**src/rtl/p03_uart_cmd_frontend_pkg.sv**
```systemverilog
// Shared types and constants for the p03 UART command front end.
// Split into global, FIFO, UART and processor packages.
package global_pkg;
    typedef logic [7:0] data_t;
endpackage

package fifo_pkg;
    localparam int FIFO_DEPTH = 8;
    localparam int PTR_W      = $clog2(FIFO_DEPTH);
endpackage

package uart_pkg;
    import global_pkg::*;
    localparam int    CLKS_PER_BIT = 16;
    localparam data_t START_BYTE   = 8'hFE;
    localparam data_t END_BYTE     = 8'hEF;
    localparam data_t ERR_BYTE     = 8'hEE;
    localparam data_t ACK_BYTE     = 8'hAC;
endpackage

package processor_pkg;
    import global_pkg::*;
    typedef enum logic [2:0] {
        WAIT_START = 3'd0,
        GET_LEN    = 3'd1,
        GET_CMD    = 3'd2,
        GET_DATA   = 3'd3,
        GET_END    = 3'd4,
        EXECUTE    = 3'd5
    } parser_state_t;
    localparam data_t CMD_SET_N   = 8'h01;
    localparam data_t CMD_LOAD_A  = 8'h02;
    localparam data_t CMD_DUMP_A  = 8'h03;
    localparam data_t CMD_CLEAR_A = 8'h04;
endpackage

```
**src/rtl/p03_uart_cmd_frontend_uart_tx_8n1.sv**
```systemverilog
// 8N1 UART serializer: start bit, 8 data bits LSB first, stop bit.
// Handshake: din is taken when start && accept; accept is also high in the last
// stop-bit cycle so consecutive characters follow with no idle gap.
module uart_tx_8n1 #(
    parameter int CLKS_PER_BIT = 16
) (
    input  logic       clk,
    input  logic       rst,
    input  logic       start,
    input  logic [7:0] din,
    output logic       accept,
    output logic       busy,
    output logic       tx,
    output logic [1:0] dbg_state
);
    localparam int CW = (CLKS_PER_BIT > 1) ? $clog2(CLKS_PER_BIT) : 1;

    typedef enum logic [1:0] {TX_IDLE, TX_START, TX_DATA, TX_STOP} tx_state_t;

    tx_state_t     state, state_nx;
    logic [CW-1:0] cnt, cnt_nx;
    logic [2:0]    idx, idx_nx;
    logic [7:0]    sh, sh_nx;
    logic          tx_r, tx_nx;
    logic          bit_end;

    assign bit_end   = (cnt == CW'(CLKS_PER_BIT - 1));
    assign accept    = (state == TX_IDLE) || ((state == TX_STOP) && bit_end);
    assign busy      = (state != TX_IDLE);
    assign tx        = tx_r;
    assign dbg_state = state;

    always_ff @(posedge clk) begin
        if (!rst) begin
            state <= TX_IDLE;
            cnt   <= '0;
            idx   <= '0;
            sh    <= '0;
            tx_r  <= 1'b1;
        end else begin
            state <= state_nx;
            cnt   <= cnt_nx;
            idx   <= idx_nx;
            sh    <= sh_nx;
            tx_r  <= tx_nx;
        end
    end

    always_comb begin
        state_nx = state;
        cnt_nx   = bit_end ? '0 : cnt + 1'b1;
        idx_nx   = idx;
        sh_nx    = sh;
        tx_nx    = tx_r;
        if (start && accept) begin
            state_nx = TX_START;
            cnt_nx   = '0;
            idx_nx   = '0;
            sh_nx    = din;
            tx_nx    = 1'b0;
        end else begin
            case (state)
                TX_IDLE: begin
                    cnt_nx = '0;
                    tx_nx  = 1'b1;
                end
                TX_START: if (bit_end) begin
                    state_nx = TX_DATA;
                    tx_nx    = sh[0];
                end
                TX_DATA: if (bit_end) begin
                    if (idx == 3'd7) begin
                        state_nx = TX_STOP;
                        tx_nx    = 1'b1;
                    end else begin
                        idx_nx = idx + 1'b1;
                        sh_nx  = {1'b0, sh[7:1]};
                        tx_nx  = sh[1];
                    end
                end
                TX_STOP: if (bit_end) begin
                    state_nx = TX_IDLE;
                    tx_nx    = 1'b1;
                end
                default: state_nx = TX_IDLE;
            endcase
        end
    end
endmodule

```
**src/rtl/p03_uart_cmd_frontend.sv**
```systemverilog
// Framed byte-command parser with payload FIFO A and UART dump path.
// Define P03_ERR_RESP_EN to send 0xEE on frame errors and 0xAC on SET_N/CLEAR_A success.
module p03_uart_cmd_frontend
    import global_pkg::*, processor_pkg::*;
#(
    parameter int FIFO_DEPTH   = fifo_pkg::FIFO_DEPTH,
    parameter int CLKS_PER_BIT = uart_pkg::CLKS_PER_BIT,
    parameter int MAX_N        = 8
) (
    input  logic       clk,
    input  logic       rst,
    input  logic       rx_interrupt,
    input  logic [7:0] data,
    output logic       tx,
    output logic       ready,
    output logic       full_A,
    output logic       empty_A,
    output logic [2:0] dbg_state,
    output logic [1:0] dbg_tx_state,
    output logic [7:0] dbg_n,
    output logic       dbg_err
);
    localparam int PTR_W = (FIFO_DEPTH > 1) ? $clog2(FIFO_DEPTH) : 1;
    localparam int CNT_W = PTR_W + 1;

    logic          rx_q, byte_v;
    data_t         byte_r;
    parser_state_t state, state_nx;
    data_t         count, count_nx, cmd, cmd_nx, n_buf, n_buf_nx, n_reg;
    logic          n_have, n_have_nx, dump_active;
    logic          push, pop, frame_err;
    logic          exec, set_n_ok, set_n_bad, unknown_cmd, clear_a, dump_go;
    data_t         mem [FIFO_DEPTH];
    logic [PTR_W-1:0] wr_ptr, rd_ptr;
    logic [CNT_W-1:0] cnt;
    logic          tx_start, tx_accept, tx_busy;
    data_t         tx_din;

    // One byte event per falling edge of the strobe; data is taken at that edge.
    always_ff @(posedge clk) begin
        if (!rst) begin
            rx_q   <= 1'b0;
            byte_v <= 1'b0;
            byte_r <= '0;
        end else begin
            rx_q   <= rx_interrupt;
            byte_v <= rx_q & ~rx_interrupt;
            if (rx_q & ~rx_interrupt) byte_r <= data;
        end
    end

    always_ff @(posedge clk) begin
        if (!rst) begin
            state       <= WAIT_START;
            count       <= '0;
            cmd         <= '0;
            n_buf       <= '0;
            n_have      <= 1'b0;
            n_reg       <= 8'd1;
            dump_active <= 1'b0;
        end else begin
            state  <= state_nx;
            count  <= count_nx;
            cmd    <= cmd_nx;
            n_buf  <= n_buf_nx;
            n_have <= n_have_nx;
            if (set_n_ok) n_reg <= n_buf;
            if (dump_go) dump_active <= 1'b1;
            else if (empty_A) dump_active <= 1'b0;
        end
    end

    always_comb begin
        state_nx  = state;
        count_nx  = count;
        cmd_nx    = cmd;
        n_buf_nx  = n_buf;
        n_have_nx = n_have;
        push      = 1'b0;
        frame_err = 1'b0;
        case (state)
            WAIT_START: if (byte_v && byte_r == uart_pkg::START_BYTE) state_nx = GET_LEN;
            GET_LEN: if (byte_v) begin
                if (byte_r < 8'd2) begin
                    frame_err = 1'b1;
                    state_nx  = WAIT_START;
                end else begin
                    count_nx = byte_r - 8'd2;
                    state_nx = GET_CMD;
                end
            end
            GET_CMD: if (byte_v) begin
                cmd_nx    = byte_r;
                n_have_nx = 1'b0;
                state_nx  = (count != 8'd0) ? GET_DATA : GET_END;
            end
            GET_DATA: if (byte_v) begin
                if (cmd == CMD_SET_N && !n_have) begin
                    n_buf_nx  = byte_r;
                    n_have_nx = 1'b1;
                end
                if (cmd == CMD_LOAD_A && !full_A) push = 1'b1;
                count_nx = count - 8'd1;
                if (count == 8'd1) state_nx = GET_END;
            end
            GET_END: if (byte_v) begin
                if (byte_r == uart_pkg::END_BYTE) begin
                    state_nx = EXECUTE;
                end else begin
                    frame_err = 1'b1;
                    state_nx  = WAIT_START;
                end
            end
            EXECUTE: state_nx = WAIT_START;
            default: state_nx = WAIT_START;
        endcase
    end

    assign exec        = (state == EXECUTE);
    assign set_n_ok    = exec && cmd == CMD_SET_N && n_have && n_buf != 8'd0 && n_buf <= 8'(MAX_N);
    assign set_n_bad   = exec && cmd == CMD_SET_N && !set_n_ok;
    assign unknown_cmd = exec && !(cmd inside {CMD_SET_N, CMD_LOAD_A, CMD_DUMP_A, CMD_CLEAR_A});
    assign clear_a     = exec && cmd == CMD_CLEAR_A;
    assign dump_go     = exec && cmd == CMD_DUMP_A;

    // FIFO A: occupancy counter makes simultaneous push/pop leave the level unchanged.
    always_ff @(posedge clk) begin
        if (!rst || clear_a) begin
            wr_ptr <= '0;
            rd_ptr <= '0;
            cnt    <= '0;
        end else begin
            if (push) wr_ptr <= wr_ptr + 1'b1;
            if (pop)  rd_ptr <= rd_ptr + 1'b1;
            if (push && !pop) cnt <= cnt + 1'b1;
            else if (pop && !push) cnt <= cnt - 1'b1;
        end
    end

    always_ff @(posedge clk) begin
        if (push) mem[wr_ptr] <= byte_r;
    end

    assign full_A  = (cnt == CNT_W'(FIFO_DEPTH));
    assign empty_A = (cnt == '0);

`ifdef P03_ERR_RESP_EN
    logic err_pend, ack_pend;

    always_ff @(posedge clk) begin
        if (!rst) begin
            err_pend <= 1'b0;
            ack_pend <= 1'b0;
        end else begin
            if (dbg_err) err_pend <= 1'b1;
            else if (tx_accept) err_pend <= 1'b0;
            if (set_n_ok || clear_a) ack_pend <= 1'b1;
            else if (tx_accept && !err_pend) ack_pend <= 1'b0;
        end
    end

    assign pop      = tx_accept && !err_pend && !ack_pend && dump_active && !empty_A;
    assign tx_start = tx_accept && (err_pend || ack_pend || (dump_active && !empty_A));
    assign tx_din   = err_pend ? uart_pkg::ERR_BYTE : (ack_pend ? uart_pkg::ACK_BYTE : mem[rd_ptr]);
    assign ready    = (state == WAIT_START) && !tx_busy && !dump_active && !err_pend && !ack_pend;
`else
    assign pop      = tx_accept && dump_active && !empty_A;
    assign tx_start = pop;
    assign tx_din   = mem[rd_ptr];
    assign ready    = (state == WAIT_START) && !tx_busy && !dump_active;
`endif

    uart_tx_8n1 #(.CLKS_PER_BIT(CLKS_PER_BIT)) u_tx (
        .clk       (clk),
        .rst       (rst),
        .start     (tx_start),
        .din       (tx_din),
        .accept    (tx_accept),
        .busy      (tx_busy),
        .tx        (tx),
        .dbg_state (dbg_tx_state)
    );

    assign dbg_state = state;
    assign dbg_n     = n_reg;
    assign dbg_err   = frame_err | set_n_bad | unknown_cmd;
endmodule

```
**config.mk**
```make
export PLATFORM = sky130hd
export DESIGN_NAME = p03_uart_cmd_frontend
export DESIGN_NICKNAME = d
export VERILOG_FILES = /design/src/rtl/p03_uart_cmd_frontend_pkg.sv /design/src/rtl/p03_uart_cmd_frontend_uart_tx_8n1.sv /design/src/rtl/p03_uart_cmd_frontend.sv
export SDC_FILE = /design/constraint.sdc
export NUM_CORES = 1
export LEC_CHECK = 0
export CORE_UTILIZATION = 35
export CTS_CLUSTER_SIZE = 16
export DETAILED_ROUTE_END_ITERATION = 8
export HOLD_SLACK_MARGIN = 0.03
export PLACE_DENSITY = 0.62
export SLEW_MARGIN = 20
export SYNTH_ARGS = -nofsm -noshare
export SYNTH_HDL_FRONTEND = slang
export SYNTH_SLANG_ARGS = --single-unit
```
**constraint.sdc**
```tcl
create_clock -name clk -period 3.95 [get_ports clk]
set_clock_uncertainty 0.2 [all_clocks]
set_input_delay 0.79 -clock clk [delete_from_list [all_inputs] [get_ports clk]]
set_output_delay 0.79 -clock clk [all_outputs]
set_load 0.01 [all_outputs]
```
After elaboration in Yosys (flattened, before gate mapping)
Memory sizes are Yosys's and may differ from the RTL's. A register that Yosys moved wholly into a read port is not among the register bits.
Cells that the tools add are included.
{ "op_classes": {"n_reduce_logical": 58, "mux": 50, "magnitude_cmp": 2, "bitwise_logic": 6, "add_sub_neg": 8, "eq_ne": 35} }
{ "op_table": {"columns": ["cell", "count"], "rows": [
  ["two-way mux 8 bit", 7],
  ["two-way mux 3 bit", 10],
  ["two-way mux 1 bit", 20],
  ["logical AND 1 bit", 19],
  ["== test 8 x 1 -> 1 bit (second input constant)", 2],
  ["== test 8 x 2 -> 1 bit (second input constant)", 2],
  ["== test 8 bit (second input constant)", 2],
  ["inequality test 2 bit (second input constant)", 8],
  ["one-hot mux 8 bit (2 select lines)", 1],
  ["nonzero test 8 bit", 2],
  ["one-hot mux 3 bit (5 select lines)", 1],
  ["nonzero test 2 bit", 7],
  ["AND reduction 3 bit", 4],
  ["zero test 1 bit", 10],
  ["two-way mux 2 bit", 5],
  ["inequality test 2 x 1 -> 1 bit (second input constant)", 5],
  ["AND reduction 5 bit", 2],
  ["adder 3 x 1 -> 3 bit (second input constant)", 3],
  ["== test 3 bit (second input constant)", 3],
  ["inequality test 3 x 1 -> 1 bit (second input constant)", 3],
  ["adder 4 x 1 -> 4 bit (second input constant)", 2],
  ["== test 4 bit (second input constant)", 2],
  ["== test 8 x 3 -> 1 bit (second input constant)", 1],
  ["<= comparator 8 x 4 -> 1 bit (second input constant)", 1],
  ["27 further kinds", 37]
]} }
{ "word_totals": {"in_bits": 11, "memories": 1, "ram_bits": 64, "register_bits": 75} }
{ "memory_table": {"columns": ["memory", "depth", "word_bits", "read_ports", "rd_clocked_by_memory_dff", "wr", "line_no", "rtl"], "rows": [
  ["mem", 8, 8, 1, 1, 1, "p03_uart_cmd_frontend.sv:33", "data_t mem [FIFO_DEPTH];"]
]} }

Depth between registers and ports, before layout
{ "logic_depth": {"word_depth": 10, "mapped_depth": 13, "mapped_depth_nobuf": 13} }

Cells and area by module
From an unflattened synthesis, not the netlist that was laid out.
{ "hier_totals": {"cells_unflattened": 548, "area_unflattened_um2": 6313.6} }
{ "modules_own_cells": {"columns": ["module", "n_inst", "area_per_inst_um2", "cells_per_inst", "seq_area_each_um2"], "rows": [
  ["p03_uart_cmd_frontend", 1, 5355.1, 451, 3123.0],
  ["uart_tx_8n1", 1, 958.4, 97, 360.3]
]} }

Worst setup path after synthesis
Ideal clock, no wire load.
{ "synth_timing": {"kind": "register to register", "from": "register cnt[0]", "to": "register cnt[3]", "required_ps": 3680, "setup_time_ps": 70, "path_slack_ps": 956, "synth_period_minus_slack_ps": 2994, "n_path_buf": 1, "stages_incl_launch_ff": 13, "arrival_time_ps": 2724, "path_cell_list": "dfxtp_1 -> nor4b_1 -> nor3_1 -> and2_1 -> clkbuf_1 -> ha_1 -> inv_1 -> ha_1 -> a21o_1 -> a21oi_1 -> xnor2_1 -> or3_1 -> a21oi_1"} }
{ "synth_via": {"elab_chain_cells": 9, "word_cells_on_any_way": 18, "cone_classes": "2 x add/sub; 1 x eq/ne; 5 x mux; 10 x reduce/logical"} }
{ "synth_lines": {"columns": ["item", "line_no", "rtl"], "rows": [
  ["start: declaration", "p03_uart_cmd_frontend.sv:35", "logic [CNT_W-1:0] cnt;"],
  ["start signal: assignment", "p03_uart_cmd_frontend.sv:135", "if (push && !pop) cnt <= cnt + 1'b1;"],
  ["start signal: assignment", "p03_uart_cmd_frontend.sv:136", "else if (pop && !push) cnt <= cnt - 1'b1;"],
  ["== test 4 bit (*)", "p03_uart_cmd_frontend.sv:144", "assign full_A = (cnt == CNT_W'(FIFO_DEPTH));"],
  ["named net full_A", "p03_uart_cmd_frontend.sv:16", "output logic full_A,"],
  ["zero test 1 bit (*)", "p03_uart_cmd_frontend.sv:102", "if (cmd == CMD_LOAD_A && !full_A) push = 1'b1;"],
  ["logical AND 1 bit (*)", "p03_uart_cmd_frontend.sv:102", null],
  ["two-way mux 1 bit (*)", "p03_uart_cmd_frontend.sv:102", null],
  ["two-way mux 1 bit (*)", "p03_uart_cmd_frontend.sv:97", "GET_DATA: if (byte_v) begin"],
  ["two-way mux 1 bit (*)", "p03_uart_cmd_frontend.sv:81", "case (state)"],
  ["named net push", "p03_uart_cmd_frontend.sv:31", "logic push, pop, frame_err;"],
  ["zero test 1 bit", "p03_uart_cmd_frontend.sv:136", null],
  ["logical AND 1 bit", "p03_uart_cmd_frontend.sv:136", null],
  ["nonzero test 2 bit (no source line)", null, null]
]} }
The timed path passes the listed nets; every way through them passes the cells marked *. The select of a mux whose other input is x is not followed.
A chain may end at the register's enable or synchronous reset.

Worst setup path after layout
{ "layout_timing": {"from": "register byte_r[6]", "to": "output port dbg_err"} }
{ "layout_via": {"elab_chain_cells": 6, "word_cells_on_any_way": 9, "cone_classes": "1 x order compare; 1 x eq/ne; 5 x mux; 2 x bitwise"} }
{ "layout_lines": {"columns": ["item", "line_no", "rtl"], "rows": [
  ["start: declaration", "p03_uart_cmd_frontend.sv:27", "data_t byte_r;"],
  ["start signal: assignment", "p03_uart_cmd_frontend.sv:48", "if (rx_q & ~rx_interrupt) byte_r <= data;"],
  ["< comparator 8 x 2 -> 1 bit or == test 8 bit (tied branches)", "p03_uart_cmd_frontend.sv:84, p03_uart_cmd_frontend.sv:107", null],
  ["two-way mux 1 bit, on equally long branches", "p03_uart_cmd_frontend.sv:84, p03_uart_cmd_frontend.sv:107", null],
  ["two-way mux 1 bit, on equally long branches", "p03_uart_cmd_frontend.sv:83, p03_uart_cmd_frontend.sv:106", null],
  ["one-hot mux 1 bit (2 select lines) (*)", "p03_uart_cmd_frontend.sv:81", null],
  ["bitwise OR 1 bit (*) (2 in series)", "p03_uart_cmd_frontend.sv:186", "assign dbg_err = frame_err | set_n_bad | unknown_cmd;"],
  ["end: declaration", "p03_uart_cmd_frontend.sv:21", "output logic dbg_err"]
]} }
Every way passes the cells marked *; elsewhere a longest branch is shown, timed or not.

==> impl_metrics.sql <==
INSERT INTO impl_metrics (metric_group, metric, value, unit) VALUES
('yosys', 'ys_dominant_reg_cell', 'sky130_fd_sc_hd__dfxtp_1', ''),
('detailed_routing', 'drt_via_density', '5.29', ''),
('yosys', 'netlist_instances', '561', ''),
('grt', 'via_count_of_the_first_global_routing_pass', '4297', ''),
('finish', 'multiInputGateArea', '0.00264', 'mm²'),
('detailed_routing', 'iteration_0_drc_count_of_the_detailed_router', '318', ''),
('sta', 'tightest_slew', '0.974', 'ns'),
('setup_path', 'timing.critical_path.slowest_cell_delay', '0.57', 'ns'),
('clock_tree', 'post_cts.repair.setup_buffers', '0', ''),
('grt', 'antenna_found_initial', '0', ''),
('yosys', 'ys_top_cells_by_area', 'sky130_fd_sc_hd__edfxtp_1 (30%), sky130_fd_sc_hd__dfxtp_1 (25%), sky130_fd_sc_hd__mux4_2 (5.7%), sky130_fd_sc_hd__mux2i_1 (4.0%), sky130_fd_sc_hd__ha_1 (3.8%)', ''),
('yosys', 'ys_warn_count', '0', ''),
('yosys', 'asyncSetResetFlopFracSynth', '0', '%'),
('floorplanning', 'chipHeight', '136', 'µm'),
('floorplanning', 'ios', '29', ''),
('finish', 'area.sequential', '0.00348', 'mm²'),
('floorplanning', 'start_util', '36.2', '%'),
('finish', 'design_area', '0.00745', 'mm²'),
('yosys', 'synthesis.nets', '592', ''),
('setup_path', 'endpoint_required_time_on_the_critical_path', '2.96', 'ns'),
('finish', 'area.growth.synth_to_final', '17.8', '%'),
('clock_tree', 'clk_path_buf_depth', '2', ''),
('sta', 'final.min_clock_period', '3.70', 'ns'),
('placed_design', 'placedInstanceArea', '0.00684', 'mm²'),
('finish', 'nFillCells', '1616', ''),
('worst_hold_path', 'hold_path.class', 'flip-flop to flip-flop', ''),
('pwr', 'p_total', '3.43', 'mW'),
('setup_path', 'critPathCaptureType', 'output port', ''),
('clock_tree', 'clk_root_buffer_cell', 'sky130_fd_sc_hd__clkbuf_16', ''),
('setup_path', 'setup.worst_path.class', 'flip-flop to output port', ''),
('clock_tree', 'tritoncts_clock_tree', 'built', ''),
('sta', 'period_share', '93.6', '%'),
('detailed_routing', 'detail_route.wirelength', '13900', 'µm'),
('grt', 'grt_max_degree', '25', ''),
('finish', 'drive_above_1_share', '13.2', '%'),
('yosys', 'synth_mux_area_share', '10.9', '%'),
('detailed_routing', 'detailroute.via_count', '4367', ''),
('yosys', 'synth_top_family_by_area', 'simple AND/OR/NAND/NOR gates', ''),
('clock_tree', 'clock_tree.htree_level_count', '4', ''),
('yosys', 'synth_seq_cells', '142', ''),
('floorplanning', 'die_width', '136', 'µm'),
('clock_tree', 'cts_buffers', '17', ''),
('run_status', 'status', 'finished, final reports clean', ''),
('sta', 'final_hold_viol_count', '0', ''),
('yosys', 'synth_compound_area_share', '8.57', '%'),
('yosys', 'synth-xor-area-share', '2.08', '%'),
('detailed_routing', 'postRouteAntennaNets', '0', ''),
('sta', 'maxSlewViolCount', '0', ''),
('detailed_routing', 'post-route-drc-count', '0', ''),
('setup_path', 'crit_slowest_cell', 'sky130_fd_sc_hd__clkdlybuf4s50_1', ''),
('yosys', 'synth_top_area_share', '30.4', '%'),
('sta', 'max_clock_freq', '270', 'MHz'),
('pwr', 'leak_pwr', '2.46', 'nW'),
('clock_tree', 'insertion_delay', '0.42', 'ns'),
('finish', 'antenna_diode_count', '0', ''),
('yosys', 'synth_enable_flop_cells', '64', ''),
('yosys', 'post_synth_instance_area', '0.00632', 'mm²'),
('yosys', 'yosys.area_share.simple', '16.0', '%'),
('job', 'drv_cap', '0', ''),
('sta', 'rsz0062_at_grt', 'false', ''),
('grt', 'gr_usage_total', '16.0', '%'),
('yosys', 'ys_types', '63', ''),
('detailed_routing', 'detailedRoute.firstPassIterationCount', '4', ''),
('placed_design', 'dp_hpwl', '9490', 'µm'),
('clock_tree', 'clk_pin_slew', '0.06', 'ns'),
('finish', 'nNetsFinal', '618', ''),
('setup_path', 'worst_setup_path_start_kind', 'flip-flop', ''),
('sta', 'report.final.setup_viol', '0', ''),
('yosys', 'synth.avg_cell_area', '11.3', 'µm²'),
('yosys', 'synth-seq-area-share', '55.1', '%'),
('floorplanning', 'floorplan.rows', '48', '');
-- worst paths after layout --
check | slack, ns | start | cells after the start | end
hold reg to reg | 0.25 | u_tx.cnt[0] | 1 | u_tx.cnt[0]
setup / recovery | 0.25 | byte_r[6] | 5 | dbg_err
setup reg to reg | 0.39 | u_tx.dbg_state[1] | 12 | cnt[3]
hold / removal | 0.25 | u_tx.cnt[0] | 1 | u_tx.cnt[0]
-- sequential cells by signal, summed over array words and instances, names as in the netlist, 2 cells and up, named ones only --
signal	count
rd_ptr	3
cnt	4
u_tx.cnt	4
cmd	8
n_buf	8
u_tx.sh	8
wr_ptr	3
mem	64
dbg_n	8
u_tx.dbg_state	2
byte_r	8
dbg_state	3
u_tx.idx	3
count	8
-- cell usage in the layout, fill, tap and decap left out, types with 15 or more instances in the layout --
master                            instances
sky130_fd_sc_hd__a21oi_1                 42
sky130_fd_sc_hd__buf_4                   15
sky130_fd_sc_hd__clkbuf_16               17
sky130_fd_sc_hd__clkdlybuf4s50_1         28
sky130_fd_sc_hd__dfxtp_1                 78
sky130_fd_sc_hd__edfxtp_1                64
sky130_fd_sc_hd__ha_1                    19
sky130_fd_sc_hd__mux2i_1                 25
sky130_fd_sc_hd__mux4_2                  16
sky130_fd_sc_hd__nand2_1                 60
sky130_fd_sc_hd__nor2_1                  48
sky130_fd_sc_hd__o21ai_0                 25
-- stage by stage --
step           instances  utilization [%]  setup WS, ns  hold WS [ns]
3_3_place_gp         793             39.1         0.620         0.231
5_1_grt              825             42.6        0.0704         0.276
2_1_floorplan        561                -         0.956         0.218
6_report             825             42.6         0.253         0.253
4_1_cts              825             42.6         0.122         0.252
3_5_place_dp         793             39.1         0.402         0.245
-- routing by layer --
metal  vias up  global-route usage [%]  share of wire (%)
li1       2093                       -                  -
met1      2151                    20.0                 44
met2       108                    26.8                 49
met3        15                    4.25                5.2
met4         0                    5.31                1.3
met5         -                       0                  0
-- cell families after synthesis --
family / count (synthesis)
compound gates: 93
xor+xnor: 15
fa+ha+maj: 20
buf+inv: 48
flops: 142
mux: 48
simple gates: 195
-- what timing repair did --
action                     CTS  global route
gates resized for setup      0             1
hold buffers                 0             0
setup endpoints to repair    0             1
-- area by class of cell --
| type | instances | area share [%] |
|---|---|---|
| multi-input combinational | 371 | 35.5 |
| sequential | 142 | 46.8 |
| clock inverter | 12 | 2.27 |
| clock buffer | 20 | 5.86 |
| timing repair buffer | 43 | 5.27 |
| tap | 225 | 3.78 |
| inverter | 12 | 0.605 |
-- critical path: cells and delay by family (launching register included) --
family / cells / cell delay (ns)
buf+inv: 1 / 0.57
flops: 1 / 0.47
simple gates: 3 / 0.99
compound gates: 1 / 0.26
-- power by group --
group	switching (mW)	internal, mW
combinational	0.111	0.0951
clock	0.599	1.05
sequential	0.0289	1.55
total	0.739	2.70
No activity file was read; power rests on OpenSTA's default activity.
